--- src/rtl/uart_pkg.sv ---
// Shared definitions for the UART <-> ALU command path: sequencer state
// encoding, default widths and the opcode values understood by the ALU.
package uart_pkg;

  localparam int unsigned DEF_N    = 8;
  localparam int unsigned DEF_OP_W = 6;

  typedef enum logic [2:0] {
    WAIT_A  = 3'd0,
    WAIT_B  = 3'd1,
    WAIT_OP = 3'd2,
    EXEC    = 3'd3,
    SEND    = 3'd4,
    WAIT_TX = 3'd5
  } seq_state_t;

  localparam logic [DEF_OP_W-1:0] OP_ADD = 6'h20;
  localparam logic [DEF_OP_W-1:0] OP_SUB = 6'h22;
  localparam logic [DEF_OP_W-1:0] OP_AND = 6'h24;
  localparam logic [DEF_OP_W-1:0] OP_OR  = 6'h25;
  localparam logic [DEF_OP_W-1:0] OP_XOR = 6'h26;
  localparam logic [DEF_OP_W-1:0] OP_NOR = 6'h27;
  localparam logic [DEF_OP_W-1:0] OP_SRA = 6'h03;
  localparam logic [DEF_OP_W-1:0] OP_SRL = 6'h02;

endpackage

--- src/rtl/uart_if_timer.sv ---
// Inter-byte timeout counter. Counts while `run` is high, restarts on `clear`
// (a received byte) or whenever it is idle, and flags `expire` on the last
// cycle of the window unless a byte arrives in that same cycle.
module uart_if_timer #(
  parameter int unsigned TIMEOUT_CYCLES = 5208000
) (
  input  logic clk,
  input  logic reset,
  input  logic run,
  input  logic clear,
  output logic expire
);

  localparam int unsigned CW = (TIMEOUT_CYCLES > 1) ? $clog2(TIMEOUT_CYCLES) : 1;
  localparam logic [CW-1:0] LAST = CW'(TIMEOUT_CYCLES - 1);

  logic [CW-1:0] count;

  assign expire = run && !clear && (count == LAST);

  // Free-running window counter, held at zero outside the waiting states
  always_ff @(posedge clk or negedge reset) begin
    if (!reset) begin
      count <= '0;
    end else if (!run || clear || expire) begin
      count <= '0;
    end else begin
      count <= count + CW'(1);
    end
  end

endmodule

--- src/rtl/uart_alu_if.sv ---
// Command/result sequencer between UART RX/TX and the combinational ALU.
// Collects A, B and opcode bytes, runs the ALU, sends one result byte and
// waits for the transmitter before accepting the next command.
// Optional inter-byte timeout: define UART_ALU_IF_TIMEOUT_EN.
module uart_alu_if
  import uart_pkg::*;
#(
  parameter int unsigned N              = DEF_N,
  parameter int unsigned OP_W           = DEF_OP_W,
  parameter int unsigned TIMEOUT_CYCLES = 5208000
) (
  input  logic            clk,
  input  logic            reset,
  input  logic [N-1:0]    rx_data,
  input  logic            rx_valid,
  output logic [N-1:0]    alu_a,
  output logic [N-1:0]    alu_b,
  output logic [OP_W-1:0] alu_op,
  input  logic [N-1:0]    alu_result,
  output logic [N-1:0]    tx_data,
  output logic            tx_start,
  input  logic            tx_done,
  output logic            busy,
  output logic            overrun,
  output logic            timeout
);

  seq_state_t state, state_nxt;
  logic load_a, load_b, load_op, load_tx;
  logic to_expire;

`ifdef UART_ALU_IF_TIMEOUT_EN
  logic to_run;

  assign to_run = (state == WAIT_B) || (state == WAIT_OP);

  uart_if_timer #(
    .TIMEOUT_CYCLES(TIMEOUT_CYCLES)
  ) u_timer (
    .clk    (clk),
    .reset  (reset),
    .run    (to_run),
    .clear  (rx_valid),
    .expire (to_expire)
  );

  // One-cycle timeout pulse, aligned with the return to WAIT_A
  always_ff @(posedge clk or negedge reset) begin
    if (!reset) timeout <= 1'b0;
    else        timeout <= to_expire;
  end
`else
  assign to_expire = 1'b0;
  assign timeout   = 1'b0;
`endif

  // State register
  always_ff @(posedge clk or negedge reset) begin
    if (!reset) state <= WAIT_A;
    else        state <= state_nxt;
  end

  // Next-state, register load strobes and Moore outputs
  always_comb begin
    state_nxt = state;
    load_a    = 1'b0;
    load_b    = 1'b0;
    load_op   = 1'b0;
    load_tx   = 1'b0;
    tx_start  = 1'b0;
    busy      = 1'b0;
    unique case (state)
      WAIT_A: begin
        if (rx_valid) begin
          load_a    = 1'b1;
          state_nxt = WAIT_B;
        end
      end
      WAIT_B: begin
        if (rx_valid) begin
          load_b    = 1'b1;
          state_nxt = WAIT_OP;
        end else if (to_expire) begin
          state_nxt = WAIT_A;
        end
      end
      WAIT_OP: begin
        if (rx_valid) begin
          load_op   = 1'b1;
          state_nxt = EXEC;
        end else if (to_expire) begin
          state_nxt = WAIT_A;
        end
      end
      EXEC: begin
        busy      = 1'b1;
        load_tx   = 1'b1;
        state_nxt = SEND;
      end
      SEND: begin
        busy      = 1'b1;
        tx_start  = 1'b1;
        state_nxt = WAIT_TX;
      end
      WAIT_TX: begin
        busy = 1'b1;
        if (tx_done) state_nxt = WAIT_A;
      end
      default: state_nxt = WAIT_A;
    endcase
  end

  // Operand, opcode and result registers; each holds until reloaded
  always_ff @(posedge clk or negedge reset) begin
    if (!reset) begin
      alu_a   <= '0;
      alu_b   <= '0;
      alu_op  <= '0;
      tx_data <= '0;
    end else begin
      if (load_a)  alu_a   <= rx_data;
      if (load_b)  alu_b   <= rx_data;
      if (load_op) alu_op  <= rx_data[OP_W-1:0];
      if (load_tx) tx_data <= alu_result;
    end
  end

  // Sticky overrun: any byte received while a command is in flight
  always_ff @(posedge clk or negedge reset) begin
    if (!reset)                overrun <= 1'b0;
    else if (rx_valid && busy) overrun <= 1'b1;
  end

endmodule

--- config.mk ---
export PLATFORM = sky130hd
export DESIGN_NAME = uart_alu_if
export DESIGN_NICKNAME = d
export VERILOG_FILES = /design/src/rtl/uart_pkg.sv /design/src/rtl/uart_if_timer.sv /design/src/rtl/uart_alu_if.sv
export SDC_FILE = /design/constraint.sdc
export NUM_CORES = 1
export LEC_CHECK = 0
export CAP_MARGIN = 20
export CORE_MARGIN = 5
export CORE_UTILIZATION = 43
export CTS_CLUSTER_SIZE = 10
export DETAILED_ROUTE_END_ITERATION = 6
export GPL_TIMING_DRIVEN = 0
export MAX_ROUTING_LAYER = met4
export PLACE_DENSITY_LB_ADDON = 0.3
export SLEW_MARGIN = 20
export SYNTH_ARGS = -nofsm -noshare
export SYNTH_HDL_FRONTEND = slang
export SYNTH_SLANG_ARGS = --single-unit
--- constraint.sdc ---
create_clock -name clk -period 2.5 [get_ports clk]
set_input_delay 0.5 -clock clk [delete_from_list [all_inputs] [get_ports clk]]
set_output_delay 0.5 -clock clk [all_outputs]
set_load 0.02 [all_outputs]
==> results.py <==
metrics = {
    "logic_synthesis": {
        "synth-seq-area-share": 0.629,
        "synth_cells": 87,
        "postSynthAreaPerCell_um2": 15.5,
        "synth_cell_types": 20,
        "synth_area_mm2": 0.00135,
        "yosysWarnings": 0,
        "synth_seq_cells": 34,
        "syn_nets": 107,
    },
    "finish": {
        "drive_gt1_frac": 0.320,
        "antenna_cells": 0,
        "area_growth_syn_to_layout_pct": 48.1,
        "final_cell_mix": "clkdlybuf4s50_1, dfrtp_1, mux2_2, clkbuf_4, buf_2",
        "final_cell_count_no_fill": 191,
        "finalNetCount": 166,
        "final_core_util": 0.662,
        "final_common_cell": "clkdlybuf4s50_1",
    },
    "clocking": {
        "postCtsSetupRepairBufs": 0,
        "cts-buffers-inserted": 5,
        "cts_tree": "done",
        "cts.path.max_buffers": 2,
        "clockRootBuffer": "clkbuf_4",
        "cts_hold_buf": 0,
        "post_cts_resized": 0,
        "clkTransAtPathRegs_ns": 0.11,
        "clk_latency_ns": 0.33,
        "cts_max_level": 2,
        "cts.sinks": 34,
    },
    "timing": {
        "slew_viol_final": 0,
        "finalClockSkew_ns": 0.00851,
        "max_freq_ghz": 0.426,
        "rsz0062_at_grt": "no",
        "finalCritPeriodShare": 0.940,
        "finalHoldViolCount": 0,
        "setup_violations": 0,
        "worstMarginPinSlew_ns": 0.726,
        "fin_tns_setup_ns": 0,
        "fin_crit_ns": 2.35,
        "setup_ws_ns": 0.151,
        "slew_headroom": 0.516,
    },
    "critical_path": {
        "end_kind": "output port",
        "worstPathMaxFanout": 7,
        "cp_slowest_stage_delay_ns": 0.62,
        "arrival_ns": 1.85,
        "startpoint_type": "register",
        "critPathRequiredTime_ns": 2.00,
        "cp_slowest_cell": "clkdlybuf4s50_1",
        "critPathKind": "reg -> out",
        "path_cells": "clkbuf_2, nand2b_1, nor2_1, clkdlybuf4s50_1",
    },
    "grt": {
        "grt-ovfl-total": 0,
        "grt_max_degree": 35,
        "antenna_found_initial": 0,
        "grt_pass1_vias": 1016,
        "grt_usage": 0.150,
        "grt_pass1_wl_um": 4700,
    },
    "floorplan": {
        "ios": 54,
        "start_util": 0.447,
        "die_area_mm2": 0.00437,
        "dieHeight_um": 66.1,
        "row_count": 20,
        "die_x_um": 66.1,
        "core_region_area_mm2": 0.00303,
    },
    "flow_run": {
        "timing.max_cap.violations": 0,
    },
    "place": {
        "post-place-ws_ns": 0.322,
        "routabilityCongestion": 0.702,
        "placed_cells": 183,
        "port_buffers": 52,
        "dp_hpwl_um": 2110,
    },
    "detailed_routing": {
        "dr.pass1.iters": 4,
        "drt_iter0_drc": 14,
        "routedWlPerCell_um": 14.5,
        "drc": 0,
        "wl_um": 2770,
        "post_drt_via_cell_ratio": 4.69,
        "ant_nets": 0,
        "via_count": 895,
    },
    "worst_hold_path": {
        "hold_class": "in -> async",
    },
    "status": {
        "status": "finished, final reports clean",
    },
    "power_and_ir_drop": {
        "leakage_nw": 0.849,
        "power_mw": 2.84,
        "irDropWorstVdd_mv": 0.709,
        "power_density_mw_per_mm2": 1420,
    },
}
## state kept, by name (all words and copies together), names as in the netlist
| register | cells |
|---|---|
| overrun | 1 |
| alu_b | 8 |
| alu_op | 6 |
| tx_data | 8 |
| alu_a | 8 |
| state | 3 |
## critical path: cells and delay by family, from the launching register on
kind	cells	cell delay, ns
and+or+nand+nor	2	0.35
DFF	1	0.37
buffers and inverters	2	0.80
## kinds of logic (layout without fill, tap and decap cells)
group           count (synthesis)  after routing  share of synthesized area
mux                            30             30                      0.250
flops                          34             34                      0.629
simple gates                   14             14                     0.0851
compound gates                  4              4                     0.0167
buf+inv                         4             64                     0.0167
other cells                     1              1                    0.00277
## report_power, final
| part | internal (mW) | switching, mW | total (mW) |
|---|---|---|---|
| clock network | 0.207 | 0.186 | 0.394 |
| logic | 0.801 | 0.692 | 1.49 |
| registers | 0.826 | 0.131 | 0.957 |
| total | 1.83 | 1.01 | 2.84 |
## per-layer routing
| layer | share of wire | wire length, um | global-route usage | vias up |
|---|---|---|---|---|
| met4 | 0.011 | 31 | 0.0508 | 0 |
| met1 | 0.43 | 1180 | 0.160 | 445 |
| met5 | 0 | 0 | - | - |
| li1 | - | - | - | 422 |
| met2 | 0.51 | 1420 | 0.254 | 24 |
| met3 | 0.050 | 139 | 0.0595 | 4 |
## worst paths after layout
kind,slack [ns],startpoint,endpoint,cells after the start
setup / recovery,0.15,state[1]$_DFFE_PN0P_,tx_start,4
hold / removal,0.21,reset,alu_op[4]$_DFFE_PN0P_,1
setup reg to reg,0.93,state[2]$_DFFE_PN0P_,alu_b[5]$_DFFE_PN0P_,3
hold reg to reg,0.46,overrun$_DFFE_PN0P_,overrun$_DFFE_PN0P_,1
max in group asynchronous,1.82,reset,state[2]$_DFFE_PN0P_,1
min in group clk,0.46,overrun$_DFFE_PN0P_,overrun$_DFFE_PN0P_,1
## Yosys cell counts
cell | count | area share
buf_4 | 1 | 0.0056
nand3b_1 | 2 | 0.011
o21ai_0 | 1 | 0.0037
buf_2 | 2 | 0.0074
nor3b_4 | 1 | 0.014
conb_1 | 1 | 0.0028
nor2_1 | 2 | 0.0056
nor2_2 | 1 | 0.0046
dfrtp_1 | 34 | 0.63
mux2_2 | 30 | 0.25
nand2b_4 | 1 | 0.010
nand2b_1 | 2 | 0.0092
clkbuf_2 | 1 | 0.0037
nand2_1 | 1 | 0.0028
nor4b_1 | 1 | 0.0065
or3_1 | 1 | 0.0046
and2_1 | 1 | 0.0046
nor3_4 | 1 | 0.012
a21o_1 | 1 | 0.0056
a21oi_1 | 2 | 0.0074
## area by class of cell
cell class | instances | area, um2
repair buffers | 52 | 518
clock inverters | 3 | 40.0
well taps | 44 | 55.1
clock buffers | 5 | 37.5
multi-input cells | 49 | 479
flip-flops and latches | 34 | 851
plain buffers | 4 | 22.5
fillers | 232 | 1020
## through the flow
stage / area, um2 / hold slack [ns]
after detailed placement: 1920 / 0.449
after global placement: 1930 / 0.442
after global routing: 2000 / 0.249
after floorplan: 1350 / 0.204
after CTS: 2000 / 0.236
final: 2000 / 0.211
(Power assumes the default switching activity.)
